**config.mk**
```make
export PLATFORM = sky130hd
export DESIGN_NAME = prach_fft_framer
export DESIGN_NICKNAME = d
export VERILOG_FILES = /design/src/rtl/prach_fft_framer.sv
export SDC_FILE = /design/constraint.sdc
export NUM_CORES = 1
export LEC_CHECK = 0
export ABC_CLOCK_PERIOD_IN_PS = 5000
export CAP_MARGIN = 20
export CORE_MARGIN = 10
export CORE_UTILIZATION = 35
export DETAILED_ROUTE_END_ITERATION = 10
export GPL_TIMING_DRIVEN = 0
export SETUP_SLACK_MARGIN = 0.5
export SYNTH_ARGS = -nofsm -noshare
export SYNTH_HDL_FRONTEND = slang
export SYNTH_SLANG_ARGS = --single-unit
```
**constraint.sdc**
```tcl
create_clock -name clk -period 5 [get_ports clk]
set_clock_uncertainty 0.2 [all_clocks]
set_input_delay 1 -clock clk [delete_from_list [all_inputs] [get_ports clk]]
set_output_delay 1 -clock clk [all_outputs]
set_load 0.02 [all_outputs]
```
**src/rtl/prach_fft_framer.sv**
```systemverilog
// prach_fft_framer: buffers a gappy I/Q stream in a FIFO and emits contiguous
// NUM_FFT_LENGTH-sample bursts framed by sync_ahead_out / sync_out for the FFT.
module prach_fft_framer #(
   parameter int NUM_FFT_LENGTH = 6,
   parameter int NUM_SYNC_AHEAD = 2,
   parameter int FIFO_DEPTH     = 2*NUM_FFT_LENGTH
)(
   input  logic        clk,
   input  logic        rst,
   input  logic        enable,
   input  logic [17:0] din_dr,
   input  logic [17:0] din_di,
   input  logic        din_dv,
   output logic [17:0] dout_dr,
   output logic [17:0] dout_di,
   output logic        dout_dv,
   output logic        sync_out,
   output logic        sync_ahead_out,
   output logic        overflow,
   output logic [15:0] frame_cnt
);
   localparam int N  = NUM_FFT_LENGTH;
   localparam int A  = NUM_SYNC_AHEAD;
   localparam int D  = FIFO_DEPTH;
   localparam int AW = $clog2(D);
   localparam int CW = $clog2(D+1);
   localparam int IW = $clog2(N);
   localparam int LW = (A > 1) ? $clog2(A) : 1;
   localparam logic [IW-1:0] IDX_LAST  = IW'(N-1);
   localparam logic [IW-1:0] IDX_AHEAD = IW'(N-A-1);

   typedef enum logic [1:0] {IDLE, LEAD, BURST} state_t;

   state_t            state, state_nx;
   logic [35:0]       mem [D];
   logic [AW-1:0]     wptr, rptr;
   logic [CW-1:0]     count, owed;
   logic [CW:0]       avail;
   logic [IW-1:0]     idx;
   logic [LW-1:0]     lead;
   logic              reserved, push, wr, pop, start, avail_ok, reserve;

   always_ff @(posedge clk or posedge rst)
      if (rst) state <= IDLE;
      else     state <= state_nx;

   always_comb begin
      state_nx = (state == IDLE) ? (reserve ? LEAD : IDLE)
               : (state == LEAD) ? ((lead == '0) ? BURST : LEAD)
               : (idx == IDX_LAST && !reserved) ? IDLE : BURST;
   end

   // Decisions are taken on the edge before the cycle they show up in, so every
   // output can be a plain register; owed tracks reserved-but-unread samples.
   always_comb begin
      push     = din_dv & enable;
      pop      = (state == LEAD && lead == '0) || (state == BURST && (idx != IDX_LAST || reserved));
      start    = pop && (state == LEAD || idx == IDX_LAST);
      wr       = push && (count != CW'(D) || pop);
      avail    = {1'b0, count} + (CW+1)'(wr) - {1'b0, owed};
      avail_ok = avail >= (CW+1)'(N);
      reserve  = avail_ok && (state == IDLE || (state == BURST && idx == IDX_AHEAD));
   end

   always_ff @(posedge clk)
      if (wr) mem[wptr] <= {din_di, din_dr};

   always_ff @(posedge clk or posedge rst)
      if (rst) begin
         wptr           <= '0;
         rptr           <= '0;
         count          <= '0;
         owed           <= '0;
         idx            <= '0;
         lead           <= '0;
         reserved       <= 1'b0;
         dout_dr        <= '0;
         dout_di        <= '0;
         dout_dv        <= 1'b0;
         sync_out       <= 1'b0;
         sync_ahead_out <= 1'b0;
         overflow       <= 1'b0;
         frame_cnt      <= '0;
      end else begin
         wptr           <= wr ? ((wptr == AW'(D-1)) ? '0 : wptr + AW'(1)) : wptr;
         rptr           <= pop ? ((rptr == AW'(D-1)) ? '0 : rptr + AW'(1)) : rptr;
         count          <= count + CW'(wr) - CW'(pop);
         owed           <= owed + (reserve ? CW'(N) : '0) - CW'(pop);
         idx            <= start ? '0 : (state == BURST) ? idx + IW'(1) : idx;
         lead           <= (state == IDLE) ? LW'(A-1) : (lead != '0) ? lead - LW'(1) : lead;
         reserved       <= start ? 1'b0 : (reserve && state == BURST) ? 1'b1 : reserved;
         dout_dr        <= pop ? mem[rptr][17:0] : '0;
         dout_di        <= pop ? mem[rptr][35:18] : '0;
         dout_dv        <= pop;
         sync_out       <= start;
         sync_ahead_out <= reserve;
         overflow       <= push & ~wr;
         frame_cnt      <= frame_cnt + 16'(start);
      end
endmodule

```
### Word level (Yosys, flattened, before mapping)

Memory sizes are Yosys's and may differ from the RTL's.
Index checks and enable logic that the tools add are counted.

* add/sub/neg operators: 11
* magnitude comparators: 1
* equality and inequality tests: 8
* mux-type cells: 18
* bitwise gates (word level): 4
* reductions and logical operators: 17

Operators with widths (number)
* two-way mux 18 bit: 2
* adder 16 x 1 -> 16 bit: 1
* two-way mux 3 bit: 3
* adder 4 x 1 -> 4 bit, second input constant: 2
* equality test 4 bit, second input constant: 2
* logical AND 1 bit: 8
* two-way mux 2 bit: 4
* two-way mux 4 bit: 2
* subtractor 4 x 1 -> 4 bit: 2
* two-way mux 1 bit: 7
* adder 4 x 1 -> 5 bit: 1
* greater-or-equal comparator 5 x 3 -> 1 bit, second input constant: 1
* logical OR 1 bit: 5
* subtractor 5 x 4 -> 5 bit: 1
* adder 4 x 1 -> 4 bit: 1
* adder 4 x 3 -> 4 bit: 1
* inequality test 4 bit, second input constant: 1
* nonzero test 2 bit: 2
* adder 3 x 1 -> 3 bit, second input constant: 1
* equality test 3 x 2 -> 1 bit, second input constant: 1
* equality test 3 bit, second input constant: 1
* inequality test 3 bit, second input constant: 1
* AND 1 bit: 2
* equality test 2 x 1 -> 1 bit, second input constant: 1
* 5 further kinds: 6

* register bits: 79
* RAM bits: 432
* output and inout port bits: 56
* memories: 1

Memories
* mem: words 12, bits a word 36, read ports 1, clocked after memory_dff 0, write ports 1, line 35 `logic [35:0] mem [D];`

### Longest topological paths before layout

Gate-level depths: netlist of the first run.

* word-level depth: 13
* mapped depth: 18
* depth with buffers taken out: 18

### Least setup slack after synthesis of the first run

Ideal clock, no wire load.

* kind: in2reg
* start point: input din_dv
* end point: memory mem[3][0], enable pin
* setup time: 0.521 ns
* data arrival time: 4.563 ns
* slack: -0.284 ns
* stages on the path: 2
* path through: nand3_1 nor4_1

* longest elaborated chain between the ends: 4

RTL lines
* start: declaration: line 13 `input logic din_dv,`
* AND 1 bit: line 56 `push = din_dv & enable;`
* logical AND 1 bit: line 59 `wr = push && (count != CW'(D) || pop);`
* two-way mux 1 bit: line 66 `if (wr) mem[wptr] <= {din_di, din_dr};`
* two-way mux 1 bit (not written as such): line 66
* end: declaration: line 35

No other way between the ends.

### Final worst setup path of the first run

* start point: input din_dv
* end point: register owed[3]

* longest elaborated chain between the ends: 9

RTL lines
* AND 1 bit: line 56
* logical AND 1 bit: line 59
* adder 4 x 1 -> 5 bit: line 60 `avail = {1'b0, count} + (CW+1)'(wr) - {1'b0, owed};`
* subtractor 5 x 4 -> 5 bit: line 60
* greater-or-equal comparator 5 x 3 -> 1 bit: line 61 `avail_ok = avail >= (CW+1)'(N);`
* logical AND 1 bit: line 62 `reserve = avail_ok && (state == IDLE || (state == BURST && idx == IDX_AHEAD));`
* two-way mux 3 bit: line 88 `owed <= owed + (reserve ? CW'(N) : '0) - CW'(pop);`
* adder 4 x 3 -> 4 bit: line 88
* subtractor 4 x 1 -> 4 bit: line 88
* end signal: assignment: line 88
* end: declaration: line 37 `logic [CW-1:0] count, owed;`

No other way between the ends.
A chain may end at the register's enable or synchronous reset.

==> results of run 1 <==
==> per-layer routing <==
metal	vias up	wire [µm]	track usage, %
li1	4165	-	-
met1	5000	19000	17.3
met2	241	20600	20.9
met3	68	2430	2.97
met4	8	859	4.09
met5	-	57	0
==> final timing paths <==
kind / from / end / slack, ns
setup reg to reg: idx[0] / owed[3] / 0.74
hold / removal: frame_cnt[15] / frame_cnt[15] / 0.27
hold reg to reg: frame_cnt[15] / frame_cnt[15] / 0.27
min in group asynchronous: rst / frame_cnt[10] / 0.52
setup / recovery: din_dv / owed[3] / 0.63
max in group asynchronous: rst / rptr[0] / 3.44
==> sequential cells by signal (all words and copies together), names as in the netlist, 2 cells and up <==
register   flops
rptr           4
state          2
wptr           4
idx            3
count          4
frame_cnt     16
dout_di       18
mem          432
dout_dr       18
owed           4
==> logic make-up (layout without fill, tap and decap cells) <==
logic type | Yosys count | after routing | synth area share [%]
DFF | 511 | 511 | 76.2
muxes | 148 | 148 | 14.5
AOI/OAI and AO/OA | 102 | 102 | 2.94
and+or+nand+nor | 71 | 71 | 1.95
buffers and inverters | 71 | 279 | 1.52
adders and majority gates | 30 | 30 | 2.03
xor gates and xnor gates | 20 | 20 | 0.893
==> cells in the final DEF, fill, tap and decap left out, types with 2 or more instances in the layout <==
cell                              synthesis  final
sky130_fd_sc_hd__edfxtp_1               432    432
sky130_fd_sc_hd__mux4_2                 108    108
sky130_fd_sc_hd__clkdlybuf4s50_1          0     95
sky130_fd_sc_hd__dfrtp_1                 79     79
sky130_fd_sc_hd__clkbuf_16                0     53
sky130_fd_sc_hd__o21ai_0                 45     45
sky130_fd_sc_hd__a21oi_1                 40     40
sky130_fd_sc_hd__mux2i_1                 36     36
sky130_fd_sc_hd__ha_1                    27     27
sky130_fd_sc_hd__clkbuf_1                18     26
sky130_fd_sc_hd__inv_1                   25     24
sky130_fd_sc_hd__nand2_1                 17     16
sky130_fd_sc_hd__buf_2                   16     16
sky130_fd_sc_hd__nor2_1                  12     12
sky130_fd_sc_hd__xnor2_1                 11     11
sky130_fd_sc_hd__buf_12                   0     11
sky130_fd_sc_hd__clkinv_1                 1     10
sky130_fd_sc_hd__clkinv_2                 0     10
sky130_fd_sc_hd__xor2_1                   9      9
sky130_fd_sc_hd__nand3_1                  9      9
sky130_fd_sc_hd__buf_1                    8      8
sky130_fd_sc_hd__and2_2                   0      7
sky130_fd_sc_hd__bufinv_16                0      7
sky130_fd_sc_hd__and3_2                   0      4
sky130_fd_sc_hd__buf_6                    1      4
sky130_fd_sc_hd__nor3_1                   4      4
sky130_fd_sc_hd__buf_4                    1      3
sky130_fd_sc_hd__clkbuf_8                 0      3
sky130_fd_sc_hd__a211oi_2                 1      2
sky130_fd_sc_hd__or2_2                    2      2
sky130_fd_sc_hd__mux2_2                   2      2
sky130_fd_sc_hd__mux2_1                   2      2
sky130_fd_sc_hd__and2_1                   9      2
sky130_fd_sc_hd__and3_1                   6      2
sky130_fd_sc_hd__a21o_1                   2      2
sky130_fd_sc_hd__fa_1                     3      2
sky130_fd_sc_hd__inv_6                    0      2
sky130_fd_sc_hd__clkinvlp_4               0      2
==> through the flow <==
step / std cells / power (mW)
floorplan: 953 / 8.05
global placement: 1796 / 9.41
detailed placement: 1811 / 9.51
CTS: 1908 / 13.5
global route: 1909 / 14.1
finish: 1909 / 13.4
==> power groups by stage <==
stage | Clock (mW) | Sequential (mW) | Combinational, mW
after floorplan | 0 | 5.48 | 2.57
after CTS | 4.09 | 5.25 | 4.19
after global placement | 0 | 5.34 | 4.07
final | 3.99 | 5.25 | 4.15
after detailed placement | 0 | 5.34 | 4.17
after global routing | 4.25 | 5.29 | 4.56
==> repair_timing <==
action	CTS	global route
buffers inserted	1	1
endpoints found under the setup margin	2	2
cloned	0	0
pin swaps	1	1
gates resized for setup	0	4
==> layout make-up <==
| type | count | share of cell area [%] |
|---|---|---|
| clock buffers | 64 | 5.92 |
| inverters | 27 | 0.440 |
| well taps | 748 | 3.96 |
| flip-flops and latches | 511 | 63.3 |
| repair buffers | 112 | 5.28 |
| clock inverters | 32 | 1.58 |
| multi-input cells | 371 | 18.7 |
| plain buffers | 44 | 0.832 |
==> summary by stage, run 1 <==
Cells and area
The end-of-flow core utilization is 42.7%. After routing the design area is 23,600 µm². In the final layout, the multi-input gates occupy 4410 µm². The number of inserted filler cells in the final layout is 4,877. The layout cell share with drive strength beyond 1 is 21.6%.

The repair_antennas step left the layout with diodes totalling 0. The area occupied by registers is 14,900 µm². The synthesis-to-finish area growth is 20.4%. The number of nets at the end of the flow is 1,189.

Synth
The leading cell type by number of instances after synthesis is sky130_fd_sc_hd__edfxtp_1. In this run the cell area of the synthesized design comes to 19,600 µm². When the netlist entered floorplanning its net count stood at 1,023. Counting flops and latches in the post-synthesis netlist gives 511. Yosys printed 0 warnings. In this run, distinct cell masters in the synthesized netlist total 53. In the synthesized netlist, the number of instances is 953.

The share of Yosys cell area claimed by the top area cell type is 66.1%. In this run, synthesis inferred 432 flip-flops with an integrated enable. In the synthesized netlist the dominant register cell turns out to be sky130_fd_sc_hd__edfxtp_1. By count the netlist is led by sky130_fd_sc_hd__edfxtp_1 (432), sky130_fd_sc_hd__mux4_2 (108), sky130_fd_sc_hd__dfrtp_1 (79), sky130_fd_sc_hd__o21ai_0 (45), sky130_fd_sc_hd__a21oi_1 (40). The fraction of synthesis flops using an asynchronous set or reset pin is 15.5%. The fraction of the yosys area taken by sequential cells is 76.2%. Ranked by total cell area, the synthesized netlist is headed by sky130_fd_sc_hd__edfxtp_1 (66%), sky130_fd_sc_hd__mux4_2 (12%), sky130_fd_sc_hd__dfrtp_1 (10%).

A synthesized cell averages 20.6 µm². sky130_fd_sc_hd__edfxtp_1 takes more of the synthesized area than any other cell.

Setup path
The data required time of the worst path is 5.28 ns. In this run the worst path has a maximum fanout of 6. The cell family with the largest share of critical-path delay is adder cells.

In this design, the stage delay of the slowest critical-path cell is 0.54 ns. The number of cells on the worst reg-to-reg path is 18. The cell with the biggest individual delay on the critical path is sky130_fd_sc_hd__clkdlybuf4s50_1. The number of buffers and inverters on the critical path is 4. The kind of start point of the critical path is an input port. The kind of capture point of the worst setup path is a register. The arrival time of the worst setup path is 4.65 ns. The category of the most critical setup path is input port to register. The critical path goes through clkdlybuf4s50_1 -> nand2_2 -> or2_4 -> ha_1 -> inv_1 -> ha_1 -> fa_2 -> a211oi_2 -> buf_4 -> a2bb2oi_2 -> o211ai_1 -> nand2_1 -> ha_1 -> inv_1 -> ha_1 -> fa_1 -> xnor2_1. In this run the number of cells on the critical path is 17. The most frequent cell on the critical path is sky130_fd_sc_hd__ha_1.

GRT
The largest net degree at the start of global routing is 59. The wire length of the first global-routing pass is 65.0 mm. The number of global-route vias before repair came to 10,100. The number of antenna violations at the first check in global routing is 4. The overall track demand over capacity in global routing is 13.0%. The total overflow left after global routing is 0.

Placement
The setup slack at placement is -0.0663 ns. In this run the cell area measured after placement is 21,800 µm². After legalization and detailed placement, the total HPWL measured 27.2 mm. During placement, the flow inserted port buffers numbering 95. At the end of routability-driven placement, the weighted congestion stood at 0.718.

Floorplan
The core region is 55,300 µm². The I/O pin total is 96. The area of the die is 65,900 µm². The number of standard-cell rows in the floorplan is 86. The initial core utilization is 35.5%. The die height is 257 µm. The chip width is 257 µm.

Detailed routing
The aggregate routed wire length is 43.0 mm. Dividing the detail-routed wire length by the instance count gives 22.5 µm. After detailed routing, the number of remaining DRC violations is 0.

The routed layout has 9,482 vias. The first detailed-routing pass took 5 iterations. The count of nets left with antenna violations once routing finished came out at 0. The first routing iteration left 744 violations.

In the routed layout, each cell is associated on average with a via count of 4.97.

Clock tree
The clock net in this run drives a total of 511 sinks. TritonCTS built the clock tree. The cell chosen for the clock root is sky130_fd_sc_hd__clkbuf_16. Buffers inserted during clock tree synthesis total 52. For the worst-skew pair, the clock arrives at the later sink with an insertion delay of 0.60 ns. Buffers inserted to repair hold after CTS numbered 0. After clock tree synthesis, the clock-pin slew on the worst setup and hold paths is 0.06 ns. The clock tree synthesis step divided the H-tree into 2 levels. In this run the deepest clock path goes through 3 buffers.

Pwr
The cell area power density is 566 nW/µm². The internal power of the cells is 9.27 mW. The part of the power in registers is 39.2%. The total leakage power is 7.97 nW.

The net switching fraction of the power is 30.7%. In this run, the clock network consumes 29.8% of the power. The worst voltage drop across the vdd grid is 0.296 mV. Combinational logic is responsible for 31.0% of the overall power. The net switching power figure is 4.10 mW.

Timing
Measured against its own limit, the worst slew margin works out to 30.0%. The final critical-path required period is 4.37 ns. Timing would allow up to 229 MHz. The period utilization is 87.3%. The transition at the pin with the smallest max-transition slack is 1.05 ns. The worst slack on hold paths is 0.268 ns. The hold violation count in the final report is 0. The number of failing setup endpoints in the final timing report is 0. Setup repair after global routing left no endpoint under its margin. Across all setup checks in the final design, the least slack found is 0.634 ns. The number of max-slew violations in the final report was 0. The final sum of negative setup slack is 0 ns.

Run status
The run finished with clean final reports.

Worst hold path
The classification of the worst-slack hold path is register to register. Along the worst hold path, the cell count comes to 1.

Job
The max-cap check violation count is 0.
No activity file was read; power rests on OpenSTA's default activity.
==> run 2, diff against run 1 <==
--- a/config.mk
+++ b/config.mk
@@ -6,7 +6,7 @@
 export NUM_CORES = 1
 export LEC_CHECK = 0
 export ABC_CLOCK_PERIOD_IN_PS = 5000
-export CAP_MARGIN = 20
+export CAP_MARGIN = 0
 export CORE_MARGIN = 10
 export CORE_UTILIZATION = 35
 export DETAILED_ROUTE_END_ITERATION = 10
==> summary by stage, run 2 (synthesized netlist as in run 1, its figures left out) <==
Run status
The flow ran to the end, and the final reports show no timing, DRC or antenna violations.

Placement
After legalization and detailed placement, the total HPWL measured 27.2 mm. The count of buffers inserted at the top-level ports is 95. The post-detailed-placement cell area is 21,800 µm². The last weighted congestion value of the routability-driven placer is 0.718.

GRT
Global routing used 13.0% of the available tracks. The number of antenna violations at the first check in global routing is 4. Summed over all layers, the global routing overflow is 0. The met1 usage is 17.3%. The wire length of the first global-routing pass is 64.9 mm. The number of global-route vias before repair was 10,000. Global routing used 20.9% of the available met2 tracks. Entering global routing, the biggest net connects 59 pins. The met3 layer usage reported by global route is 2.89%. The most crowded layer after global routing is met2.

Setup path
The reg2reg setup slack is 0.73 ns. The worst setup path is of the input port to register kind. The critical register-to-register path endpoint is owed[3]. The kind of start point of the critical path is an input port. The arrival time of the worst setup path is 4.64 ns. The launch instance of the worst register-to-register path is idx[0]. STA classifies the critical path endpoint as a register. Along the worst path, the maximum fanout reaches 6. The cell depth of the worst flop-to-flop path is 18.

The data required time of the worst path is 5.27 ns.

Pwr
The proportion of power drawn by combinational gates is 31.4%. The net switching fraction of the power is 31.1%. The part of the total power dissipated in the clock network is 28.9%.

The total leakage power is 7.93 nW. The analysis attributes to net switching a power of 4.10 mW. The cell area power density is 561 nW/µm². The part of the power in registers is 39.7%. The worst voltage drop across the vdd grid is 0.297 mV. Internal power comes to 9.11 mW.

Timing
The hold violation count in the final report came to 0. The final critical path takes up 87.4% of the cycle. Setup repair after global routing left no endpoint under its margin.

The transition at the pin with the smallest max-transition slack is 1.02 ns. Setup violations remaining at the end of the flow were counted as 0. Timing would allow up to 229 MHz.

The number of max-slew violations in the final report is 0. Setup total negative slack on the finished layout was measured at 0 ns. Counting I/O delays and the setup requirement, the final critical path takes 4.37 ns. The tightest slew margin relative to the limit is 32.0%.

Cells and area
Relative to the synthesized area, the layout overhead comes to 20.0%. In the final layout, the registers with the most flip-flops are mem x432, dout_di x18, dout_dr x18. Counting flops per register, the top entry is mem. Once layout is complete, the utilization of the core stands at 42.6%. The register with the most flip-flops in the layout has 432 of them. After filler insertion, the fill cell instance count of the layout stands at 4,883.

The number of antenna diodes in the final layout is 0. After routing the design area is 23,500 µm². The library cells used most frequently in the layout, excluding fill and tap cells, are sky130_fd_sc_hd__edfxtp_1 (432), sky130_fd_sc_hd__mux4_2 (108), sky130_fd_sc_hd__clkdlybuf4s50_1 (95). The final layout contains 1,189 nets. Of the cells placed in the final design, the portion with a size suffix greater than 1 is 21.5%. The most frequent standard cell in the layout excluding fill and tap cells is sky130_fd_sc_hd__edfxtp_1.

Worst hold path
The source of the worst hold timing path is frame_cnt[15]. The hold-critical path depth is 1. The end point of the most critical hold path is frame_cnt[15]. The path class of the tightest hold or removal check is register to register.

Detailed routing
Once detail routing completed, the nets flagged for antenna violations numbered 0. The number of detailed-route iterations in the first pass is 6. The number of violations reported at the end of detailed-routing iteration 0 is 719.

After detailed routing, the number of vias per cell comes to 4.96. The routed layout has 9,480 vias. In the final routed layout, each cell accounts on average for 22.4 µm.

After detailed routing, the number of remaining DRC violations is 0. The aggregate routed wire length is 42.9 mm.

Floorplan
The die height is 257 µm. From left edge to right edge, the die measures 257 µm. The initialized floorplan defines 86 standard-cell rows.

Once the floorplan was initialized, standard cells occupied 35.5% of the core. The placeable core region is 55,300 µm². The I/O pin total is 96. The floorplan step defined a die boundary enclosing 65,900 µm².

Clock tree
The clock passes through at most 3 buffers. The number of buffers inserted by hold repair at cts is 0. TritonCTS built the clock tree.

The maximum level of the CTS H-tree is 2. The clock sink total is 511. The clock transition at the registers of the reported paths is 0.06 ns. The later pin in the worst-skew pair is clocked with a latency of 0.60 ns.

In this run, CTS created clock tree buffers numbering 52. The cell chosen for the clock root is sky130_fd_sc_hd__clkbuf_16.

Job
Across the run, the number of max-cap violations was 0.
run 2: cell types whose count changed in the layout (fill, tap and decap cells not counted), sizes merged:
| cell | delta |
|---|---|
| clkbuf | +6 |
| bufinv | -4 |
run 2: worst max-delay path by stage:
stage / startpoint / end / slack [ns] / cells after the start
after CTS: din_dv / owed[3] / 0.53 / 16
after global routing: din_dv / owed[3] / 0.46 / 17
after detailed placement: din_dv / owed[3] / -0.07 / 16
after floorplan: din_dv / owed[3] / 0.75 / 15
final: din_dv / owed[3] / 0.63 / 17
after global placement: din_dv / mem[3][12] / -1.94 / 3
run 2: area by class of cell:
class                      instances  area (µm²)  share of cell area, %
timing repair buffer             112        1250                   5.30
inverter                          27         104                  0.441
buffer                            44         196                  0.834
multi-input combinational        371        4410                   18.8
sequential                       511       14900                   63.5
tap                              748         936                   3.98
clock buffer                      70        1440                   6.12
clock inverter                    28         254                   1.08
run 2: power groups by stage:
stage,Sequential [mW],Combinational (mW),Clock [mW]
finish,5.25,4.15,3.81
global route,5.29,4.56,4.07
CTS,5.25,4.19,3.92
detailed placement,5.34,4.17,0
floorplan,5.48,2.57,0
global placement,5.34,4.07,0
run 2: metal layers:
metal | share of wire, % | up-vias
met2 | 48 | 230
li1 | - | 4162
met3 | 5.5 | 75
met5 | 0.13 | -
met4 | 2.1 | 8
met1 | 44 | 5005
run 2: worst max-delay path, stage by stage:
cell	delay, ns
sky130_fd_sc_hd__clkdlybuf4s50_1	0.54
sky130_fd_sc_hd__nand2_2	0.13
sky130_fd_sc_hd__or2_4	0.28
sky130_fd_sc_hd__ha_1	0.28
sky130_fd_sc_hd__inv_1	0.04
sky130_fd_sc_hd__ha_1	0.21
sky130_fd_sc_hd__fa_2	0.43
sky130_fd_sc_hd__a211oi_2	0.27
sky130_fd_sc_hd__buf_4	0.15
sky130_fd_sc_hd__a2bb2oi_2	0.15
sky130_fd_sc_hd__o211ai_1	0.12
sky130_fd_sc_hd__nand2_1	0.10
sky130_fd_sc_hd__ha_1	0.12
sky130_fd_sc_hd__inv_1	0.04
sky130_fd_sc_hd__ha_1	0.19
sky130_fd_sc_hd__fa_1	0.44
sky130_fd_sc_hd__xnor2_1	0.13
run 2: timing repair:
item,in CTS,in global routing
endpoints found under the setup margin,2,2
gates resized for setup,0,4
pin swaps,1,1
setup buffers,1,1
run 2: stage by stage:
| step | total power [mW] | hold slack (ns) | instances | worst slack (ns) |
|---|---|---|---|---|
| 6_report | 13.2 | 0.268 | 1911 | 0.629 |
| 3_3_place_gp | 9.41 | 0.265 | 1796 | -1.94 |
| 5_1_grt | 13.9 | 0.310 | 1911 | 0.458 |
| 2_1_floorplan | 8.05 | 0.251 | 953 | 0.750 |
| 4_1_cts | 13.4 | 0.277 | 1910 | 0.534 |
| 3_5_place_dp | 9.51 | 0.268 | 1811 | -0.0663 |
